## src/rtl/rtc_bus_pkg.sv

```systemverilog
// Purpose: shared definitions for the RTC multiplexed address/data bus controllers.
//   - idle pin levels for the RTC strobes and the address/data select
//   - default phase timing (clk cycles)
//   - write-controller state encoding
//   - helper to size phase timers
package rtc_bus_pkg;

   // Idle (inactive) pin levels
   localparam logic CS_IDLE = 1'b1;
   localparam logic WR_IDLE = 1'b1;
   localparam logic RD_IDLE = 1'b1;
   localparam logic AD_ADDR = 1'b1;  // a_d level that selects the address phase

   // Default phase timing, in clk cycles (each must be >= 1)
   localparam int unsigned T_SETUP_DEF = 2;
   localparam int unsigned T_PULSE_DEF = 4;
   localparam int unsigned T_HOLD_DEF  = 2;

   typedef enum logic [2:0] {
      StIdle = 3'd0,
      StASet = 3'd1,
      StAWr  = 3'd2,
      StAHld = 3'd3,
      StDSet = 3'd4,
      StDWr  = 3'd5,
      StDHld = 3'd6,
      StFin  = 3'd7
   } wr_state_e;

   function automatic int unsigned max3(input int unsigned a, input int unsigned b,
                                        input int unsigned c);
      int unsigned m;
      m = (a > b) ? a : b;
      return (m > c) ? m : c;
   endfunction

   // Timer width able to hold the largest (N-1) load value; never below 1 bit.
   function automatic int unsigned timer_width(input int unsigned a, input int unsigned b,
                                               input int unsigned c);
      return $clog2(max3(a, b, c)) + 1;
   endfunction

endpackage

```

## src/rtl/rtc_write_ctrl_if.sv

```systemverilog
// Purpose: handshake and pin bundle between the control FSM, the RTC write controller
//   and the RTC pins.
//   start/in_addr/in_dato : write request from the control FSM
//   busy/done             : transaction status back to the control FSM
//   out_ad/ad_oe          : AD[7:0] value and its tristate enable
//   cs_n/a_d/wr_n/rd_n    : RTC control strobes
// Modports: master = the write controller, slave = its requester / pin consumer.
interface rtc_write_ctrl_if;
   logic       start;
   logic [7:0] in_addr;
   logic [7:0] in_dato;
   logic       busy;
   logic       done;
   logic [7:0] out_ad;
   logic       ad_oe;
   logic       cs_n;
   logic       a_d;
   logic       wr_n;
   logic       rd_n;

   modport master (
      input  start, in_addr, in_dato,
      output busy, done, out_ad, ad_oe, cs_n, a_d, wr_n, rd_n
   );

   modport slave (
      output start, in_addr, in_dato,
      input  busy, done, out_ad, ad_oe, cs_n, a_d, wr_n, rd_n
   );
endinterface

```

## src/rtl/rtc_phase_timer.sv

```systemverilog
// Purpose: down-counting phase timer shared by the RTC read and write controllers.
//   clk        : clock, rising edge
//   reset      : synchronous active-high reset (count -> 0)
//   i_load     : load i_load_val this cycle (takes priority over counting)
//   i_load_val : N-1 for an N-cycle phase
//   o_zero     : count has reached 0, i.e. last cycle of the current phase
module rtc_phase_timer #(
   parameter int unsigned WIDTH = 3
) (
   input  logic             clk,
   input  logic             reset,
   input  logic             i_load,
   input  logic [WIDTH-1:0] i_load_val,
   output logic             o_zero
);

   logic [WIDTH-1:0] r_count;

   always_ff @(posedge clk) begin
      if (reset) begin
         r_count <= '0;
      end else if (i_load) begin
         r_count <= i_load_val;
      end else if (r_count != '0) begin
         r_count <= r_count - 1'b1;
      end
   end

   assign o_zero = (r_count == '0);

endmodule

```

## src/rtl/rtc_write_ctrl.sv

```systemverilog
// Purpose: write-side master for the RTC multiplexed address/data bus. One accepted start
//   drives a full write: address phase then data phase, each split into setup, WR strobe
//   and hold, followed by a one-cycle FIN with done=1.
// Ports:
//   clk   : clock, rising edge
//   reset : synchronous active-high reset
//   bus   : rtc_write_ctrl_if.master (start/in_addr/in_dato in; busy/done/out_ad/ad_oe/
//           cs_n/a_d/wr_n/rd_n out, all registered)
module rtc_write_ctrl
   import rtc_bus_pkg::*;
#(
   parameter int unsigned T_SETUP = T_SETUP_DEF,
   parameter int unsigned T_PULSE = T_PULSE_DEF,
   parameter int unsigned T_HOLD  = T_HOLD_DEF
) (
   input logic              clk,
   input logic              reset,
   rtc_write_ctrl_if.master bus
);

   localparam int unsigned TW = timer_width(T_SETUP, T_PULSE, T_HOLD);

   localparam logic [TW-1:0] LD_SETUP = TW'(T_SETUP - 1);
   localparam logic [TW-1:0] LD_PULSE = TW'(T_PULSE - 1);
   localparam logic [TW-1:0] LD_HOLD  = TW'(T_HOLD - 1);

   wr_state_e r_state;
   logic [7:0] r_data;     // latched write byte; the address is held in r_out_ad
   logic       r_busy;
   logic       r_done;
   logic [7:0] r_out_ad;
   logic       r_ad_oe;
   logic       r_cs_n;
   logic       r_a_d;
   logic       r_wr_n;

   logic          w_load;
   logic [TW-1:0] w_load_val;
   logic          w_zero;

   // Reload the timer for the phase being entered on the same edge as the state change.
   always_comb begin
      w_load     = 1'b0;
      w_load_val = LD_SETUP;
      unique case (r_state)
         StIdle: begin
            w_load     = bus.start;
            w_load_val = LD_SETUP;
         end
         StASet, StDSet: begin
            w_load     = w_zero;
            w_load_val = LD_PULSE;
         end
         StAWr, StDWr: begin
            w_load     = w_zero;
            w_load_val = LD_HOLD;
         end
         StAHld: begin
            w_load     = w_zero;
            w_load_val = LD_SETUP;
         end
         StDHld, StFin: begin
            w_load     = 1'b0;
         end
         default: begin
            w_load     = 1'b0;
         end
      endcase
   end

   rtc_phase_timer #(
      .WIDTH (TW)
   ) u_timer (
      .clk        (clk),
      .reset      (reset),
      .i_load     (w_load),
      .i_load_val (w_load_val),
      .o_zero     (w_zero)
   );

   // Outputs are assigned alongside the state they belong to, so every pin is a flop.
   always_ff @(posedge clk) begin
      if (reset) begin
         r_state  <= StIdle;
         r_data   <= 8'h00;
         r_busy   <= 1'b0;
         r_done   <= 1'b0;
         r_out_ad <= 8'h00;
         r_ad_oe  <= 1'b0;
         r_cs_n   <= CS_IDLE;
         r_a_d    <= AD_ADDR;
         r_wr_n   <= WR_IDLE;
      end else begin
         r_done <= 1'b0;
         unique case (r_state)
            StIdle: begin
               if (bus.start) begin
                  r_state  <= StASet;
                  r_data   <= bus.in_dato;
                  r_out_ad <= bus.in_addr;
                  r_busy   <= 1'b1;
                  r_ad_oe  <= 1'b1;
                  r_cs_n   <= ~CS_IDLE;
                  r_a_d    <= AD_ADDR;
                  r_wr_n   <= WR_IDLE;
               end
            end
            StASet: begin
               if (w_zero) begin
                  r_state <= StAWr;
                  r_wr_n  <= ~WR_IDLE;
               end
            end
            StAWr: begin
               if (w_zero) begin
                  r_state <= StAHld;
                  r_wr_n  <= WR_IDLE;
               end
            end
            StAHld: begin
               // Only place the bus switches from address to data; wr_n is high here.
               if (w_zero) begin
                  r_state  <= StDSet;
                  r_a_d    <= ~AD_ADDR;
                  r_out_ad <= r_data;
               end
            end
            StDSet: begin
               if (w_zero) begin
                  r_state <= StDWr;
                  r_wr_n  <= ~WR_IDLE;
               end
            end
            StDWr: begin
               if (w_zero) begin
                  r_state <= StDHld;
                  r_wr_n  <= WR_IDLE;
               end
            end
            StDHld: begin
               if (w_zero) begin
                  r_state  <= StFin;
                  r_done   <= 1'b1;
                  r_busy   <= 1'b0;
                  r_cs_n   <= CS_IDLE;
                  r_ad_oe  <= 1'b0;
                  r_a_d    <= AD_ADDR;
                  r_out_ad <= 8'h00;
               end
            end
            StFin: begin
               // start is deliberately not sampled here: forces one idle cycle.
               r_state <= StIdle;
            end
            default: begin
               r_state <= StIdle;
            end
         endcase
      end
   end

   assign bus.busy   = r_busy;
   assign bus.done   = r_done;
   assign bus.out_ad = r_out_ad;
   assign bus.ad_oe  = r_ad_oe;
   assign bus.cs_n   = r_cs_n;
   assign bus.a_d    = r_a_d;
   assign bus.wr_n   = r_wr_n;
   assign bus.rd_n   = RD_IDLE;

endmodule

```

## src/flat_wrapper.sv

```systemverilog
// flat-port wrapper written by rule: the top's interface ports become plain ports
module rtc_write_ctrl_flat import rtc_bus_pkg::*;
#(
   parameter int unsigned T_SETUP = T_SETUP_DEF,
   parameter int unsigned T_PULSE = T_PULSE_DEF,
   parameter int unsigned T_HOLD  = T_HOLD_DEF
)
  (clk, reset, bus_start, bus_in_addr, bus_in_dato, bus_busy, bus_done, bus_out_ad, bus_ad_oe, bus_cs_n, bus_a_d, bus_wr_n, bus_rd_n);
  rtc_write_ctrl_if bus_i ();
  input logic clk;
  input logic reset;
  input wire logic [$bits(bus_i.start)-1:0] bus_start;
  input wire logic [$bits(bus_i.in_addr)-1:0] bus_in_addr;
  input wire logic [$bits(bus_i.in_dato)-1:0] bus_in_dato;
  output wire logic [$bits(bus_i.busy)-1:0] bus_busy;
  output wire logic [$bits(bus_i.done)-1:0] bus_done;
  output wire logic [$bits(bus_i.out_ad)-1:0] bus_out_ad;
  output wire logic [$bits(bus_i.ad_oe)-1:0] bus_ad_oe;
  output wire logic [$bits(bus_i.cs_n)-1:0] bus_cs_n;
  output wire logic [$bits(bus_i.a_d)-1:0] bus_a_d;
  output wire logic [$bits(bus_i.wr_n)-1:0] bus_wr_n;
  output wire logic [$bits(bus_i.rd_n)-1:0] bus_rd_n;
  assign bus_i.start = bus_start;
  assign bus_i.in_addr = bus_in_addr;
  assign bus_i.in_dato = bus_in_dato;
  assign bus_busy = bus_i.busy;
  assign bus_done = bus_i.done;
  assign bus_out_ad = bus_i.out_ad;
  assign bus_ad_oe = bus_i.ad_oe;
  assign bus_cs_n = bus_i.cs_n;
  assign bus_a_d = bus_i.a_d;
  assign bus_wr_n = bus_i.wr_n;
  assign bus_rd_n = bus_i.rd_n;
  rtc_write_ctrl #(.T_SETUP(T_SETUP), .T_PULSE(T_PULSE), .T_HOLD(T_HOLD)) u_core (.clk(clk), .reset(reset), .bus(bus_i));
endmodule
```

## config.mk

```make
export PLATFORM = sky130hd
export DESIGN_NAME = rtc_write_ctrl_flat
export DESIGN_NICKNAME = d
export VERILOG_FILES = /design/src/rtl/rtc_bus_pkg.sv /design/src/rtl/rtc_write_ctrl_if.sv /design/src/rtl/rtc_phase_timer.sv /design/src/rtl/rtc_write_ctrl.sv /design/src/flat_wrapper.sv
export SDC_FILE = /design/constraint.sdc
export NUM_CORES = 1
export LEC_CHECK = 0
export BUFFER_PORTS_ARGS = -buffer_cell sky130_fd_sc_hd__buf_2
export CAP_MARGIN = 40
export CORE_MARGIN = 10
export CORE_UTILIZATION = 35
export CTS_CLUSTER_DIAMETER = 60
export CTS_CLUSTER_SIZE = 24
export DETAILED_ROUTE_END_ITERATION = 16
export GPL_ROUTABILITY_DRIVEN = 0
export GPL_TIMING_DRIVEN = 0
export SLEW_MARGIN = 5
export SYNTH_ARGS = -nofsm -noshare
export SYNTH_HDL_FRONTEND = slang
export SYNTH_HIERARCHICAL = 1
export SYNTH_SLANG_ARGS = --single-unit
```

## constraint.sdc

```tcl
create_clock -name clk -period 3.2 [get_ports clk]
set_clock_uncertainty 0.2 [all_clocks]
set_input_delay 0.16 -clock clk [delete_from_list [all_inputs] [get_ports clk]]
set_output_delay 0.16 -clock clk [all_outputs]
set_load 0.02 [all_outputs]
```

# Word-level counts from Yosys, hierarchy flattened

Cells that the tools add are included.

Bits in registers: 27
Bits in latches: 0
RAM bits: 0
Bits in read-only memories: 0
Bits of input ports: 19
Output and inout bits: 15
Logic and storage cells: 69
Memories kept: 0

Add/subtract/negate cells: 1
$mul: 0
Divide/modulo/power cells: 0
$lt $le $gt $ge: 0
Eq/ne operators: 16
Shift-type cells: 0
Muxes and demuxes: 25
Bitwise gates (word level): 1
Reductions and logical operators: 17

Operators with widths:

| kind                | number |
|---|---|
| $mux 3              | 9 |
| $mux 8              | 3 |
| $pmux 3 s8          | 1 |
| $pmux 8 s3          | 1 |
| $ne 2x2->1 const B  | 7 |
| $eq 3x3->1 const B  | 4 |
| $pmux 1 s3          | 3 |
| $reduce_bool 3->1   | 3 |
| $reduce_and 4->1    | 2 |
| $reduce_or 2->1     | 4 |
| $reduce_and 7->1    | 1 |
| $eq 3x2->1 const B  | 2 |
| $logic_not 3->1     | 2 |
| $mux 1              | 5 |
| $reduce_or 5->1     | 1 |
| $ne 2x1->1 const B  | 2 |
| $pmux 1 s2          | 2 |
| $reduce_bool 2->1   | 2 |
| $eq 3x1->1 const B  | 1 |
| $reduce_and 3->1    | 1 |
| $sub 3x1->3 const B | 1 |
| $mux 2              | 1 |
| $reduce_and 2->1    | 1 |
| $not 1->1           | 1 |

# Depth between registers and ports, before layout

Depth after elaboration: 4
Gate-level depth with buffers: 10
Mapped depth without buffers: 9

# By module

Netlist, hierarchy kept.

Modules (own cells, without submodules):

| module          | instances | cells each | area an instance (um^2) | seq. area each (um^2) |
|---|---|---|---|---|
| rtc_write_ctrl  | 1         | 143        | 1196.1                  | 480.5 |
| rtc_phase_timer | 1         | 22         | 206.4                   | 60.1 |

# Worst setup path before layout

Ideal clock, no wire load.

Kind: flip-flop to flip-flop
From: reg u_core.u_timer.r_count[0]
To: reg u_core.u_timer.r_count[1]
Setup time: 0.112 ns
Arrival: 1.877 ns
Data required time: 2.888 ns
Setup slack: 1.011 ns
Cell stages (with the launch flop): 10
Buffers on the path: 1
Period minus slack after synthesis: 2.189 ns
Path through: dfxtp_1 -> inv_1 -> ha_1 -> nand2b_1 -> inv_1 -> clkbuf_1 -> a21oi_1 -> o21ai_0 -> nor2b_1 -> a2111oi_1

Word-level cells in the longest chain between the ends: 3
Elaborated cells on any way between the ends: 7
Those cells by class: 1 x add/sub; 3 x mux; 3 x reduce/logical

RTL lines:

| element                                     | RTL line              | text |
|---|---|---|
| from (decl)                                 | rtc_phase_timer.sv:17 | `logic [WIDTH-1:0] r_count;` |
| from (signal assigned)                      | rtc_phase_timer.sv:23 | `r_count <= i_load_val;` |
| from (signal assigned)                      | rtc_phase_timer.sv:25 | `r_count <= r_count - 1'b1;` |
| $logic_not 3->1 (*)                         | rtc_phase_timer.sv:29 | `assign o_zero = (r_count == '0);` |
| named net u_core.w_zero                     | rtc_write_ctrl.sv:39  | `logic w_zero;` |
| $pmux 1 s3 (*)                              | rtc_write_ctrl.sv:45  | `unique case (r_state)` |
| named net u_core.w_load                     | rtc_write_ctrl.sv:37  | `logic w_load;` |
| $mux 3 or $reduce_bool 2->1 (tied branches) | n/a                   |  |

Mark *: on every way through the listed nets, which the timed path passes. The rest lies on a longest branch. The select of a mux whose other input is x is not followed.
A chain may end at the register's enable or synchronous reset.

# Worst setup path after layout

Ends and elaborated chain as after synthesis.

==> impl_results.md <==
- Status: completed
- CTS tree: done
- Clock transition at path regs: ~0.090 ns
- Fin util: 46.81%
- DRT Pass-1 Iters: 4
- Setup WS pre-CTS: 0.5190 ns
- Initial DRC count: 40
- Hold Path Origin: bus_in_addr[0]
- Worst r2r path cells: 9
- Post-synthesis mux area share: 6.423%
- First-pass GRT wire length: around 5900 um
- Crit Reg-Reg Startpoint: u_core/u_timer/r_count[0]
- Total track usage: 9.631%
- Synth unique cells: 36
- Unrepaired setup endpoints after global routing: no
- FF+latch count, synth: 27
- Final non-filler cell total: 259
- Commonest non-fill, non-tap cell in the layout: buf_2
- Max H-tree Level: 1
- Mapped Avg Cell Area: 8.501 um^2
- Cell taking the most area after synthesis: dfxtp_1
- Ant diodes: 0
- Hold Fails Final Rpt: 0
- Boundary Pins: 34
- Initial Utilization: 37.19%
- Total Routed Length: ~3300 um
- Final setup fails: 0
- Antenna-violating nets left: 0
- Fmax achieved: 0.3733 GHz
- Row count: 22
- Die Span X: 83.31 um
- Power per Cell Area: 680.9 nW/um^2
- Fill count: 391
- Post-detail-place hpwl: 2520 um
- Vias per cell: between 4 and 5
- Tightest Pin Transition: 0.8335 ns
- Yosys top cell area share: between 30% and 40%
- Die Y-Extent: approximately 83 um
- Worst reg2reg setup slack: 0.52 ns
- CTS root buffer: clkbuf_8
- Overall power: 1.202 mW
- Grt ovf: 0
- Core area: around 3800 um^2
- WP data arrival: 2.64 ns
- Vias in the first global route: 1251
- Synthesized area: ~1400 um^2
- Post-Place Cells: 246
- Clock buffer depth: 2
- Num CTS Buffers: 3
- Initial antenna violation count: 0
- Final net count: 233
- Die area: 6940 um^2
- Simple-gate share of the synthesized area: a little under a third
- Area of the multi-input gates: 763.2 um^2
- Worst-path maximum fanout: 10
- Syn Inst Count: 165
- Fin crit share: 83.71%
- Mean routed wirelength per cell: 12.89 um
- Worst hold path endpoint: u_core/bus.out_ad[0]
- CP startpoint: u_core/u_timer/r_count[0]
- Max VDD drop: 0.2638 mV
- Routed via count: between 1000 and 1500
- Remaining DRCs: 0
- Port Buffers: 32
- Worst Path Required: 3.16 ns
- Setup tns final: 0 ns
- Synth area leaders: dfxtp_1, mux2i_1, nor2b_1
- Yosys warnings: 6
- Hold WC Path Type: in2reg
- Post-Synth XOR/XNOR Area: less than 1%
- Static Leak: 0.7780 nW
- Minimum clock period: 2.679 ns
- Slew Limit Fails: 0
- MaxCap Viol Count: 0
- Sequential cell area: 540.5 um^2
- Area delta synth->final: 25.87%
- Largest family of logic cells by synthesized area: simple AND/OR/NAND/NOR gates
- Critical path class: reg2reg
- Critical Path Sink Type: flop
- Sequential area share after synthesis: 38.54%
- Slack of the critical path: 0.5212 ns
- Slew headroom: 44.29%
- Share of post-route cells with drive strength above 1: 21.80%
- Largest net degree at the start of global routing: 17
- Crit start category: flop
- R2R Path End: u_core/u_timer/r_count[1]
- WHS Path Cells: 4
- Most frequent cells in the layout: buf_2, dfxtp_1, nand2_1
- Synth Area in Compound Gates: 14.18%
- Clk_lat worst skew: about 0.27 ns
- Post-synthesis adder-cell area fraction: around 1.8%
- Clk sinks: 27
[worst max-delay path: stages (launching register included)]
cell       delay [ns]
dfxtp_1          0.33
inv_1            0.08
ha_1             0.21
nand2b_1         0.12
inv_1            0.09
clkbuf_1         0.31
a21oi_1          0.12
o21ai_0          0.63
nor2b_1          0.10
a2111oi_1        0.39
[what timing repair did]
item	CTS	global route
setup buffers	0	0
hold buffers	9	0
gates resized for setup	0	0
hold endpoints to repair	11	0
[final cells by class]
| type | instances | share of cell area (%) |
|---|---|---|
| multi-input cells | 120 | 43.23 |
| flip-flops and latches | 27 | 30.62 |
| repair buffers | 41 | 14.17 |
| plain buffers | 14 | 4.748 |
| well taps | 48 | 3.402 |
| clock buffers | 3 | 2.339 |
| inverters | 5 | 1.063 |
| clock inverters | 1 | 0.4252 |
[routing by layer]
metal / global-route usage (%) / part of all wire, % / up-vias
li1: - / - / 653
met1: 12.29 / 51 / 546
met2: 14.80 / 42 / 30
met3: 3.906 / 6.9 / 2
met4: 1.846 / 0.45 / 0
met5: 0 / 0 / -
[sequential cells by signal (all words and copies together) (netlist names)]
| register | flops |
|---|---|
| u_core/bus.a_d | 1 |
| u_core/bus.ad_oe | 1 |
| u_core/bus.cs_n | 1 |
| u_core/bus.done | 1 |
| u_core/bus.out_ad | 8 |
| u_core/bus.wr_n | 1 |
| u_core/r_data | 8 |
| u_core/r_state | 3 |
| u_core/u_timer/r_count | 3 |
[how the worst max path moves through the flow]
stage / to / cells after the start / slack, ns
6_report: u_core/u_timer/r_count[1] / 9 / 0.52
5_1_grt: u_core/u_timer/r_count[0] / 9 / 0.17
4_1_cts: u_core/u_timer/r_count[0] / 9 / 0.49
3_5_place_dp: u_core/u_timer/r_count[0] / 9 / 0.52
3_3_place_gp: u_core/u_timer/r_count[1] / 9 / 0.58
2_1_floorplan: u_core/u_timer/r_count[1] / 9 / 1.01
[synth_stat cells (all sizes together)]
cell	instances
nor4b	3
conb	2
a21oi	11
a2111o	1
xnor2	1
o21a	1
and4b	1
dfxtp	27
o311ai	1
or3b	1
and3	9
nand4b	2
mux2i	9
and2	1
or3	1
inv	5
nor3b	1
nand2	20
or4b	1
o21ai	12
a31oi	1
o22ai	1
clkbuf	8
a311oi	1
ha	2
a2111oi	3
nor2b	14
nor2	7
nand2b	11
buf	6
or2b	1
[cell families after synthesis]
family / Yosys count
DFF: 27
muxes: 9
buffers and inverters: 19
other: 2
AOI/OAI and AO/OA: 32
and+or+nand+nor: 73
xor gates and xnor gates: 1
adders and majority gates: 2
[power breakdown]
group,leakage (nW),internal [mW],switching (mW)
combinational,0.535,0.242,0.315
sequential,0.222,0.407,0.0417
clock,0.0217,0.0883,0.108
[stage by stage]
step,cell area (um^2),hold slack [ns]
final,1765,0.09753
after detailed placement,1627,0.2053
after CTS,1765,0.1022
after floorplan,1406,0.02786
after global routing,1765,0.1262
after global placement,1627,0.2051
Power figures use the tool's default switching activity.
